File: src/rtl/switch_bank_if.sv
// Bundles the switch pins and the debounced outputs of switch_bank.
// The slave side is the debouncer; the master side is whatever owns the raw pins and consumes the events.
`timescale 1ns/1ps
interface switch_bank_if #(
   parameter int CHANNELS = 4
);
   logic [CHANNELS-1:0] switch_in;
   logic [CHANNELS-1:0] switch_out;
   logic [CHANNELS-1:0] rise_pulse;
   logic [CHANNELS-1:0] fall_pulse;
   logic                tick;

   modport master (
      output switch_in,
      input  switch_out, rise_pulse, fall_pulse, tick
   );

   modport slave (
      input  switch_in,
      output switch_out, rise_pulse, fall_pulse, tick
   );
endinterface

File: src/rtl/switch_bank.sv
// Multi-channel switch debouncer: per-channel synchroniser and stability counter driven by a shared
// sample tick, with level or toggle output and one-cycle press/release pulses.
`timescale 1ns/1ps
module switch_bank #(
   parameter int CHANNELS     = 4,
   parameter int DIV_COUNT    = 256,
   parameter int STABLE_TICKS = 16,
   parameter int SYNC_STAGES  = 2,
   parameter bit RESET_LEVEL  = 1'b0,
   parameter bit TOGGLE_MODE  = 1'b0
) (
   input  logic          sys_clock,
   input  logic          reset,
   switch_bank_if.slave  bus
);
   localparam int DIV_W = $clog2(DIV_COUNT);
   localparam int CNT_W = $clog2(STABLE_TICKS + 1);
   localparam logic [DIV_W-1:0] DIV_LAST = DIV_W'(DIV_COUNT - 1);
   localparam logic [CNT_W-1:0] CNT_LAST = CNT_W'(STABLE_TICKS - 1);

   logic [CHANNELS-1:0] sync_q [SYNC_STAGES];
   logic [CHANNELS-1:0] sync;
   logic [DIV_W-1:0]    pre_q;
   logic                tick;
   logic [CHANNELS-1:0] state_vec;
   logic [CHANNELS-1:0] rise_vec;
   logic [CHANNELS-1:0] fall_vec;
   logic [CHANNELS-1:0] out_vec;

   always_ff @(posedge sys_clock or posedge reset) begin
      if (reset) begin
         for (int s = 0; s < SYNC_STAGES; s++) sync_q[s] <= {CHANNELS{RESET_LEVEL}};
      end else begin
         sync_q[0] <= bus.switch_in;
         for (int s = 1; s < SYNC_STAGES; s++) sync_q[s] <= sync_q[s-1];
      end
   end

   assign sync = sync_q[SYNC_STAGES-1];

   assign tick = (pre_q == DIV_LAST);

   always_ff @(posedge sys_clock or posedge reset) begin
      if (reset)     pre_q <= '0;
      else if (tick) pre_q <= '0;
      else           pre_q <= pre_q + DIV_W'(1);
   end

   for (genvar g = 0; g < CHANNELS; g++) begin : g_ch
      logic             st_q;
      logic             rise_q;
      logic             fall_q;
      logic [CNT_W-1:0] cnt_q;
      logic             flip;

      // A flip needs STABLE_TICKS consecutive ticks that all saw the new level.
      assign flip = tick && (sync[g] != st_q) && (cnt_q == CNT_LAST);

      always_ff @(posedge sys_clock or posedge reset) begin
         if (reset) begin
            st_q   <= RESET_LEVEL;
            cnt_q  <= '0;
            rise_q <= 1'b0;
            fall_q <= 1'b0;
         end else begin
            rise_q <= flip &  sync[g];
            fall_q <= flip & ~sync[g];
            if (tick) begin
               if (sync[g] == st_q) begin
                  cnt_q <= '0;
               end else if (cnt_q == CNT_LAST) begin
                  st_q  <= sync[g];
                  cnt_q <= '0;
               end else begin
                  cnt_q <= cnt_q + CNT_W'(1);
               end
            end
         end
      end

      if (TOGGLE_MODE) begin : g_tog
         logic tog_q;
         always_ff @(posedge sys_clock or posedge reset) begin
            if (reset)                tog_q <= 1'b0;
            else if (flip & sync[g])  tog_q <= ~tog_q;
         end
         assign out_vec[g] = tog_q;
      end else begin : g_lvl
         assign out_vec[g] = st_q;
      end

      assign state_vec[g] = st_q;
      assign rise_vec[g]  = rise_q;
      assign fall_vec[g]  = fall_q;
   end

   assign bus.switch_out = out_vec;
   assign bus.rise_pulse = rise_vec;
   assign bus.fall_pulse = fall_vec;
   assign bus.tick       = tick;
endmodule

File: src/flat_wrapper.sv
// flat-port wrapper written by rule: the top's interface ports become plain ports
module switch_bank_flat 
#(
   parameter int CHANNELS     = 4,
   parameter int DIV_COUNT    = 256,
   parameter int STABLE_TICKS = 16,
   parameter int SYNC_STAGES  = 2,
   parameter bit RESET_LEVEL  = 1'b0,
   parameter bit TOGGLE_MODE  = 1'b0
)
  (sys_clock, reset, bus_switch_in, bus_switch_out, bus_rise_pulse, bus_fall_pulse, bus_tick);
  switch_bank_if #(.CHANNELS(CHANNELS)) bus_i ();
  input  logic sys_clock;
  input  logic reset;
  input wire logic [$bits(bus_i.switch_in)-1:0] bus_switch_in;
  output wire logic [$bits(bus_i.switch_out)-1:0] bus_switch_out;
  output wire logic [$bits(bus_i.rise_pulse)-1:0] bus_rise_pulse;
  output wire logic [$bits(bus_i.fall_pulse)-1:0] bus_fall_pulse;
  output wire logic [$bits(bus_i.tick)-1:0] bus_tick;
  assign bus_i.switch_in = bus_switch_in;
  assign bus_switch_out = bus_i.switch_out;
  assign bus_rise_pulse = bus_i.rise_pulse;
  assign bus_fall_pulse = bus_i.fall_pulse;
  assign bus_tick = bus_i.tick;
  switch_bank #(.CHANNELS(CHANNELS), .DIV_COUNT(DIV_COUNT), .STABLE_TICKS(STABLE_TICKS), .SYNC_STAGES(SYNC_STAGES), .RESET_LEVEL(RESET_LEVEL), .TOGGLE_MODE(TOGGLE_MODE)) u_core (.sys_clock(sys_clock), .reset(reset), .bus(bus_i));
endmodule
File: config.mk
export PLATFORM = sky130hd
export DESIGN_NAME = switch_bank_flat
export DESIGN_NICKNAME = d
export VERILOG_FILES = /design/src/rtl/switch_bank_if.sv /design/src/rtl/switch_bank.sv /design/src/flat_wrapper.sv
export SDC_FILE = /design/constraint.sdc
export NUM_CORES = 1
export LEC_CHECK = 0
export ABC_AREA = 1
export BUFFER_PORTS_ARGS = -buffer_cell sky130_fd_sc_hd__buf_4
export CORE_MARGIN = 5
export CORE_UTILIZATION = 45
export CTS_BUF_LIST = sky130_fd_sc_hd__clkbuf_2
export CTS_CLUSTER_DIAMETER = 60
export DETAILED_ROUTE_END_ITERATION = 12
export GPL_TIMING_DRIVEN = 0
export SLEW_MARGIN = 20
export SYNTH_ARGS = -nofsm -noshare
export SYNTH_HDL_FRONTEND = slang
export SYNTH_SLANG_ARGS = --single-unit
File: constraint.sdc
create_clock -name sys_clock -period 2 [get_ports sys_clock]
set_input_delay 0.3 -clock sys_clock [delete_from_list [all_inputs] [get_ports sys_clock]]
set_output_delay 0.3 -clock sys_clock [all_outputs]
set_load 0.01 [all_outputs]
=== Yosys cells after proc, flatten, opt, wreduce, memory -nomap -nowiden ===
Cells that the tools add are included.

* Add/sub/neg operators: 5
* Equality and inequality tests: 13
* Mux-type cells: 9
* Bitwise logic cells: 16
* Reductions and logical operators: 12

{| class="wikitable"
|+ Operators by type and width
! kind !! count
|-
| $mux 5 || 8
|-
| $add 5x1->5 const B || 4
|-
| $eq 5x4->1 const B || 4
|-
| $reduce_and 3->1 || 4
|-
| $add 8x1->8 const B || 1
|-
| $and 1x1->1 || 8
|-
| $eq 8x8->1 const B || 1
|-
| $logic_and 1x1->1 || 8
|-
| $mux 8 || 1
|-
| $not 1->1 || 8
|-
| $eq 1x1->1 || 4
|-
| $ne 1x1->1 || 4
|}

* Register bits after elaboration: 48
* Input port bits: 6
* Output and inout bits: 13
* Word-level logic and storage cells: 74

=== Longest topological paths before layout ===
Gate-level depths: netlist of the first run.

* Word-level depth: 4
* Gate-level depth with buffers: 9
* Depth with buffers taken out: 8

=== Worst setup path before layout of the first run ===
No wires, ideal clock.

* Path type: register to output
* Start point: register u_core.pre_q[0]
* End point: output port bus_tick
* Arrival time: 1.033 ns
* Data required time: 1.700 ns
* Setup slack: 0.667 ns
* Cell stages (with the launch flop): 6
* Buffers on the path: 0
* Cells stage by stage: dfrtp_1 -> ha_1 -> nand2_1 -> nor2_1 -> nand3_2 -> nor2_4

* Word-level cells in the longest chain between the ends: 1

{| class="wikitable"
|+ RTL lines
! element !! RTL line !! text
|-
| start, declared || switch_bank.sv:23 || <nowiki>logic [DIV_W-1:0] pre_q;</nowiki>
|-
| start signal, assigned || switch_bank.sv:46 || <nowiki>else pre_q <= pre_q + DIV_W'(1);</nowiki>
|-
| $eq 8x8->1 || switch_bank.sv:41 || <nowiki>assign tick = (pre_q == DIV_LAST);</nowiki>
|-
| end, declared || flat_wrapper.sv:19 || <nowiki>output wire logic [$bits(bus_i.tick)-1:0] bus_tick;</nowiki>
|}

No other way between the ends.

=== Final worst setup path of the first run ===
Same ends and word-level chain as after synthesis.

==> results of run 1 <==
==> metrics by stage <==
step           instances  utilization  TNS [ps]  power (µW)  worst slack, ps
2_1_floorplan        245            -         0        1030              556
3_3_place_gp         330        0.514     -5890        1050             -125
3_5_place_dp         331        0.518         0        1050              326
4_1_cts              345        0.540         0        1450             13.5
5_1_grt              346        0.544         0        1490             18.5
6_report             346        0.544         0        1410              177
==> area by class of cell <==
type,instances,area [µm²]
buffer,15,116
clock buffer,5,25.0
clock inverter,2,12.5
fill,449,2170
inverter,22,82.6
multi-input combinational,160,838
sequential,48,1200
tap,67,83.8
timing repair buffer,27,228
==> flip-flops by register name, indices dropped and copies added (netlist names) <==
register / count
u_core.g_ch.cnt_q: 20
u_core.pre_q: 8
u_core.g_ch.fall_q: 4
u_core.g_ch.rise_q: 4
u_core.g_ch.st_q: 4
u_core.sync: 4
u_core.sync_q: 4
==> what timing repair did <==
item,4_1_cts,5_1_grt
setup endpoints to repair,1,1
hold buffers,5,0
cloned,0,0
resized for setup,0,4
setup buffers,2,1
pin swaps,1,1
endpoints found under the hold margin,25,0
==> worst max-delay path, cell delays in order (launching register included) <==
cell	delay, ps
dfrtp_1	410
ha_2	190
nand2_2	70
nor2_4	90
nand3_2	110
nor2_4	130
buf_4	120
==> kinds of logic after synthesis <==
kind of cell	share of synthesized area
XOR/XNOR	0.0551
buffers and inverters	0.0894
flip-flops	0.540
AO/OA/AOI/OAI	0.0202
AND/OR/NAND/NOR	0.268
adder cells (fa/ha/maj)	0.0281
==> cell usage after synthesis, drive strengths merged <==
| library cell | n |
|---|---|
| nand3b | 2 |
| ha | 5 |
| buf | 15 |
| a21oi | 5 |
| inv | 22 |
| dfrtp | 48 |
| or2 | 2 |
| nand4 | 9 |
| xor2 | 7 |
| o21ai | 4 |
| nand3 | 26 |
| nor3b | 1 |
| nand2 | 64 |
| nor2 | 28 |
| xnor2 | 7 |
==> per-layer routing <==
metal / vias to the layer above / GRT usage
met5: - / 0
met4: 0 / 0.0557
met3: 8 / 0.0336
met2: 20 / 0.206
met1: 706 / 0.169
li1: 840 / -
==> worst max-delay path by stage <==
stage / startpoint / endpoint / slack (ps) / cells past startpoint
floorplan: reset / u_core.g_ch[0].cnt_q[0] / 560 / 1
global placement: reset / u_core.g_ch[3].fall_q / -120 / 2
detailed placement: u_core.pre_q[0] / bus_tick / 330 / 6
CTS: u_core.pre_q[0] / bus_tick / 10 / 6
global route: u_core.pre_q[0] / bus_tick / 20 / 6
finish: u_core.pre_q[0] / bus_tick / 180 / 6
==> power groups by stage <==
stage	logic [µW]	registers [µW]	clock network, µW
2_1_floorplan	26.6	1000	0
3_3_place_gp	42.1	1000	0
3_5_place_dp	47.0	1000	0
4_1_cts	54.7	989	404
5_1_grt	61.4	990	436
6_report	52.6	988	368
==> layout by cell type (no fill, tap or decap), types with 2 or more instances in the layout <==
cell and instances:
nand2_1 62, dfrtp_1 48, buf_4 35, nand3_1 25
nor2_1 25, inv_1 19, nand4_1 8, xor2_1 7
xnor2_1 7, a21oi_1 5, clkbuf_2 5, dlygate4sd3_1 5
o21ai_0 4, ha_1 4, nor2_4 3, inv_2 3
nand2_2 2, nand3b_1 2, or2_2 2
==> metrics.txt, run 1 <==
Final setup viols=0; Seq pwr share=0.701; Post-Syn Area=~2200 µm²; final wirelength=3620 µm; Synth cell types=21; H-tree depth=2; RSZ-0062 raised after global routing=false; switching share of power=0.233; max layer used=met4; residual DRC count=0; Hold Crit Start=u_core.sync_q[5]; skew final=29.8 ps; Post-Place Cell Area=about 2500 µm²; Die ar.=~6500 µm²; crit path kind=register to primary output; Final min period=roughly 1800 ps; met2 wire length=about 1600 µm; Hold EP=u_core.sync[1]; IO Pins=19; post-route cell area=around 2600 µm²; PwrDens=544 nW/µm²; Pre-antenna DRT Iters=4; Bufs on Longest Clock Path=2; via count=roughly 1600; Synth top area share=0.540; crit end category=primary output; top cells by area, synth=dfrtp_1, nand2_1, nand3_1; chip width=between 80 and 90 µm; initial detailed-routing violation count=66; port bufs=18; Critical R2R Launch=u_core.pre_q[0]; Worst-path clk slew=roughly 220 ps; MaxCap Viol Count=0; CTS tree=yes; largest net degree at the start of global routing=28; final clock period utilization by the worst path=0.912; WHS=between 300 and 400 ps; initial antenna violation count=0; FF-to-FF path depth=9; Pleak=between 0.001 and 0.0015 µW; HPWL after DPL=between 2000 and 3000 µm; DRT met1 WL=~1800 µm; clock latency on the worst-skew pair=just over 400 ps; core area=about 4800 µm²; register bit total from synthesis=48; Max-slew headroom=0.690; Switch Pwr=~330 µW; CP arrival=1520 ps; YS warnings=0; Final Slew Violations=0; Worst Tran Pin Value=~460 ps; biggest area consumer among synthesized cells=dfrtp_1; Die Height=80.3 µm; Placer Congestion=slightly below 0.8; Syn Area/Cell=about 9 µm²; share of the yosys chip area belonging to registers=0.540; met3 wire length=128 µm; Logic pwr share=0.037; Post-DRT Antenna Nets=0; vias in the first global route=1443; clock sinks=48; Root Driver=clkbuf_2; final global-route overflow total=0; outcome=completed; routed len/inst=approximately 10 µm; Int Power=~1100 µW; Antenna Cells=0; cell count after synthesis=between 200 and 250; vias per inst=approximately 4.5; Worst R2R Setup Slack=~450 ps; Clock power frac=0.261; first-pass GRT wire length=6420 µm; CTS buffer count=5; Layout area overhead=16.2%; Starting Density=0.468; gr usage total=0.130; Setup crit start kind=register; Worst Hold Depth=0; row count=25; Syn Nets=~260; Net count, final=290; Fin. Hold Viols=0; Req. time, crit path=between 1500 and 2000 ps; Peak VDD IR=around 280 µV; layout cells sized above 1=0.201; RR Endpoint=u_core.g_ch[2].cnt_q[3]; fmax=0.549 GHz; crit path max fanout=3; Tightest Hold Check Type=register to register
Power figures use the tool's default switching activity.
==> run 2, diff against run 1 <==
--- a/config.mk
+++ b/config.mk
@@ -7,6 +7,7 @@
 export LEC_CHECK = 0
 export ABC_AREA = 1
 export BUFFER_PORTS_ARGS = -buffer_cell sky130_fd_sc_hd__buf_4
+export CORE_ASPECT_RATIO = 0.9
 export CORE_MARGIN = 5
 export CORE_UTILIZATION = 45
 export CTS_BUF_LIST = sky130_fd_sc_hd__clkbuf_2
==> metrics.txt, run 2 (synthesized netlist as in run 1, its figures left out) <==
final wirelength=3790 µm (+4.5%); Final setup viols=0 (unchanged); Root Driver=clkbuf_2; Final min period=1850 ps (+23.8 ps); most frequent cells in the layout=nand2_1, dfrtp_1, buf_4, nand3_1, nor2_1; Req. time, crit path=1700 ps (about the same); Fin. Hold Viols=0 (unchanged); CTS buffer count=5 (unchanged); crit end category=primary output; Placer Congestion=0.793 (+0.46%); clock latency on the worst-skew pair=410 ps (about the same); most common cell after layout, fill and taps aside=nand2_1; vias per inst=4.68 (+2.9%); chip width=84.1 µm (+4.7%); WHS=380 ps (+0.933 ps); most flop-heavy register=u_core.g_ch.cnt_q; max FFs per register=20 (unchanged); Final Slew Violations=0 (unchanged); final global-route overflow total=0 (unchanged); RSZ-0062 raised after global routing=false; CTS tree=yes; core area=4830 µm² (+1.7%); CP arrival=1550 ps (+30 ps); routed len/inst=10.9 µm (+4.5%); Setup TNS=0 ps (unchanged); IO Pins=19 (unchanged); initial detailed-routing violation count=77 (+17%); Antenna Cells=0 (unchanged); PwrDens=548 nW/µm² (+0.61%); Starting Density=0.460 (-0.00775); fmax=0.541 GHz (-1.3%); M2 GR Usage=0.194 (-0.0121); area used by multi-input combinational logic=831 µm² (-0.90%); first-pass GRT wire length=6850 µm (+6.7%); Bufs on Longest Clock Path=2 (unchanged); Reg area=1200 µm² (unchanged); crit path kind=register to primary output; Max-slew headroom=0.686 (-0.00354); Fillers=453 (+0.89%); busiest grt layer=met2; via count=1620 (+2.9%); row count=24 (-4.0%); Setup crit start kind=register; Die Height=76.7 µm (-4.5%); Tightest Hold Check Type=register to register; Worst-path clk slew=240 ps (+20 ps); MaxCap Viol Count=0 (unchanged); clock sinks=48 (unchanged); M3 GR Usage=0.0386 (+0.00495); Peak VDD IR=347 µV (+22%); biggest regs=u_core.g_ch.cnt_q (20), u_core.pre_q (8); skew final=24.0 ps (-5.82 ps); met1 GRT Util=0.186 (+0.0172); vias in the first global route=1539 (+6.7%); HPWL after DPL=2590 µm (+2.5%); Net count, final=291 (+0.34%); initial antenna violation count=0 (unchanged); Worst Tran Pin Value=470 ps (+5.30 ps); final clock period utilization by the worst path=0.923 (+0.0119); layout cells sized above 1=0.203 (+0.00213); port bufs=18 (unchanged); largest net degree at the start of global routing=28 (unchanged); Post-DRT Antenna Nets=0 (unchanged); outcome=completed; Pre-antenna DRT Iters=4 (unchanged); Layout area overhead=16.2% (about the same); Die ar.=6450 µm² (about the same); residual DRC count=0 (unchanged); Pleak=0.00138 µW (+0.48%); crit path max fanout=3 (unchanged); H-tree depth=2 (unchanged); gr usage total=0.130 (about the same)
-- run 2: per-layer routing --
metal,routed length (µm),up-vias,part of all wire
met5,0,-,0
met4,48,0,0.013
met3,205,7,0.054
met2,1650,29,0.43
met1,1890,750,0.50
li1,-,834,-
-- run 2: path summary, 6_finish.rpt --
check	start	end	slack [ps]	cells after the start
max reg2reg	u_core.pre_q[0]	u_core.g_ch[3].cnt_q[3]	410	9
min in group asynchronous	reset	u_core.g_ch[3].cnt_q[0]	420	3
min reg2reg	u_core.sync_q[7]	u_core.sync[3]	380	0
max	u_core.pre_q[0]	bus_tick	150	6
max in group asynchronous	reset	u_core.g_ch[1].cnt_q[1]	1060	4
min	u_core.sync_q[7]	u_core.sync[3]	380	0
-- run 2: stage by stage --
| step | utilization | std cells | setup WS [ps] | instance area, µm² | power, µW |
|---|---|---|---|---|---|
| finish | 0.535 | 346 | 153 | 2590 | 1420 |
| global route | 0.535 | 346 | 0.263 | 2590 | 1500 |
| CTS | 0.531 | 344 | 30.4 | 2570 | 1450 |
| detailed placement | 0.509 | 329 | 306 | 2460 | 1050 |
| global placement | 0.505 | 328 | -113 | 2440 | 1050 |
| floorplan | - | 245 | 556 | 2230 | 1030 |
-- run 2: timing repair --
item | CTS | global route
endpoints found under the setup margin | 1 | 1
hold endpoints to repair | 25 | 0
setup buffers | 2 | 2
pin swaps | 1 | 2
hold buffers | 5 | 0
resized for setup | 0 | 2
-- run 2: layout make-up --
| type | instances | share of cell area |
|---|---|---|
| Sequential cell | 48 | 0.464 |
| Multi-Input combinational cell | 160 | 0.321 |
| Timing Repair Buffer | 28 | 0.0910 |
| Buffer | 15 | 0.0450 |
| Inverter | 22 | 0.0319 |
| Tap cell | 65 | 0.0314 |
| Clock buffer | 5 | 0.00968 |
| Clock inverter | 3 | 0.00532 |
-- run 2: power by group --
part           total [µW]  leakage [µW]  switching, µW  internal [µW]
Sequential            988      0.000638           7.59            980
Clock                 376     0.0000302            297           78.6
Combinational        52.8      0.000713           30.6           22.2
Total                1420       0.00138            335           1080
-- run 2: critical path: stages (launching register included) --
cell and delay (ps):
dfrtp_1 410, ha_2 180, nand2_1 90, nor2_2 120
nand3_2 120, nor2_4 100, buf_4 120
==> run 3, diff against run 2 <==
--- a/config.mk
+++ b/config.mk
@@ -14,7 +14,6 @@
 export CTS_CLUSTER_DIAMETER = 60
 export DETAILED_ROUTE_END_ITERATION = 12
 export GPL_TIMING_DRIVEN = 0
-export SLEW_MARGIN = 20
 export SYNTH_ARGS = -nofsm -noshare
 export SYNTH_HDL_FRONTEND = slang
 export SYNTH_SLANG_ARGS = --single-unit
==> constraint.sdc (replaced) <==
create_clock -name sys_clock -period 2 [get_ports sys_clock]
set_input_delay 0.6 -clock sys_clock [delete_from_list [all_inputs] [get_ports sys_clock]]
set_output_delay 0.6 -clock sys_clock [all_outputs]
set_load 0.01 [all_outputs]
==> metrics.txt, run 3 (synthesized netlist as in run 1, its figures left out) <==
outcome=finished, violations left; failing checks=setup timing; Net count, final=287 (-1.4%); FF-to-FF path depth=10 (+1); Max-slew headroom=0.737 (+0.0512); Fillers=439 (-3.1%); gr usage total=0.126 (-0.00434); most frequent cells in the layout=nand2_1, dfrtp_1, buf_4, nand3_1, nor2_1; M2 GR Usage=0.183 (-0.0110); HPWL after DPL=2550 µm (-1.7%); Bufs on Longest Clock Path=2 (unchanged); Root Driver=clkbuf_2; port bufs=18 (unchanged); WHS=71.0 ps (-309 ps); Tightest Hold Check Type=input port to asynchronous set/reset pin; max FFs per register=20 (unchanged); Fin. Hold Viols=0 (unchanged); core area=4830 µm² (unchanged); busiest grt layer=met2; Placer Congestion=0.793 (unchanged); fmax=0.479 GHz (-12%); via count=1580 (-2.5%); MaxCap Viol Count=0 (unchanged); vias per inst=4.62 (-1.3%); skew final=22.0 ps (-2.00 ps); clock sinks=48 (unchanged); dpl cells=329 (unchanged); crit path max fanout=2 (-1); layout cells sized above 1=0.213 (+0.0101); vias in the first global route=1479 (-3.9%); clock latency on the worst-skew pair=420 ps (about the same); Die ar.=6450 µm² (unchanged); area used by multi-input combinational logic=843 µm² (+1.5%); IO Pins=19 (unchanged); Post-DRT Antenna Nets=0 (unchanged); post-route insts no fill=342 (-1.2%); initial antenna violation count=0 (unchanged); met1 GRT Util=0.177 (-0.00875); Final Slew Violations=0 (unchanged); Die Height=76.7 µm (unchanged); H-tree depth=2 (unchanged); most flop-heavy register=u_core.g_ch.cnt_q; final wirelength=3720 µm (-1.7%); final clock period utilization by the worst path=1.04 (+0.121); RSZ-0062 raised after global routing=true; Req. time, crit path=1400 ps (-300 ps); final global-route overflow total=0 (unchanged); Final setup viols=1 (+1); residual DRC count=0 (unchanged); Peak VDD IR=301 µV (-13%); Starting Density=0.460 (unchanged); most common cell after layout, fill and taps aside=nand2_1; Layout area overhead=16.3% (about the same); routed len/inst=10.9 µm (-0.51%); first-pass GRT wire length=6580 µm (-4.0%); M3 GR Usage=0.0343 (-0.00429); CTS tree=yes; Antenna Cells=0 (unchanged); PwrDens=598 nW/µm² (+9.1%); crit path kind=register to primary output; biggest regs=u_core.g_ch.cnt_q (20), u_core.pre_q (8); Setup crit start kind=register; row count=24 (unchanged); Pleak=0.00139 µW (+0.93%); Worst Tran Pin Value=392 ps (-77.5 ps); largest net degree at the start of global routing=37 (+32%); Worst-path clk slew=240 ps (about the same); Reg area=1200 µm² (unchanged); Final min period=2090 ps (+242 ps); Pre-antenna DRT Iters=4 (unchanged); hold buffers post-CTS=0 (-5); PnR worst setup slack=-88.7 ps (-242 ps); CTS buffer count=5 (unchanged); crit end category=primary output; chip width=84.1 µm (unchanged); initial detailed-routing violation count=54 (-30%); CP arrival=1490 ps (-60 ps)
-- run 3: cell count changes in the layout (fill, tap and decap cells not counted) --
cell / change
buf_6: +1
bufinv_16: +1
clkinv_2: -2
clkinv_4: +1
dlygate4sd3_1: -5
nand2_1: -1
nand2_4: +1
nor2_2: -1
nor2_4: +1
-- run 3: timing repair --
| item | in CTS | in global routing |
|---|---|---|
| endpoints found under the setup margin | 1 | 1 |
| resized for setup | 5 | 1 |
| buffers inserted | 4 | 1 |
| pin swaps | 3 | 1 |
-- run 3: path summary, 6_finish.rpt --
kind | startpoint | end | slack [ps]
setup / recovery | u_core.pre_q[1] | bus_tick | -90
hold / removal | reset | u_core.g_ch[3].cnt_q[1] | 70
setup reg to reg | u_core.pre_q[1] | u_core.g_ch[3].cnt_q[3] | 330
hold reg to reg | u_core.sync_q[7] | u_core.sync[3] | 380
max in group asynchronous | reset | u_core.g_ch[0].cnt_q[0] | 1450
min in group sys_clock | bus_switch_in[2] | u_core.sync_q[6] | 250
-- run 3: layout make-up --
class | instances | share of cell area
Tap cell | 65 | 0.0314
Timing Repair Buffer | 24 | 0.0759
Inverter | 22 | 0.0319
Multi-Input combinational cell | 160 | 0.326
Sequential cell | 48 | 0.464
Clock buffer | 5 | 0.00967
Buffer | 15 | 0.0449
Clock inverter | 3 | 0.0164
-- run 3: metrics by stage --
| stage | instance area [µm²] | total power, µW | setup TNS [ps] | util | setup WS, ps |
|---|---|---|---|---|---|
| final | 2590 | 1550 | -88.7 | 0.535 | -88.7 |
| after global routing | 2590 | 1620 | -218 | 0.535 | -218 |
| after CTS | 2580 | 1580 | -153 | 0.533 | -153 |
| after detailed placement | 2460 | 1050 | 0 | 0.509 | 14.9 |
| after global placement | 2440 | 1050 | -19710 | 0.505 | -413 |
| after floorplan | 2230 | 1030 | 0 | - | 256 |
-- run 3: per-layer routing --
layer / vias to the layer above / part of all wire
met2: 21 / 0.43
met5: - / 0
li1: 826 / -
met1: 725 / 0.51
met4: 0 / 0.019
met3: 8 / 0.038
-- run 3: worst max-delay path: stages, from the launching register on --
cell and delay (ps):
dfrtp_1 410, ha_2 210, nand2_4 60, nor2_4 90, nand3_2 100, nor2_4 110
buf_6 110
-- run 3: power breakdown --
part / total, µW / internal (µW) / switching (µW)
Sequential: 988 / 980 / 7.76
Clock: 514 / 210 / 304
Combinational: 44.9 / 15.9 / 29.0
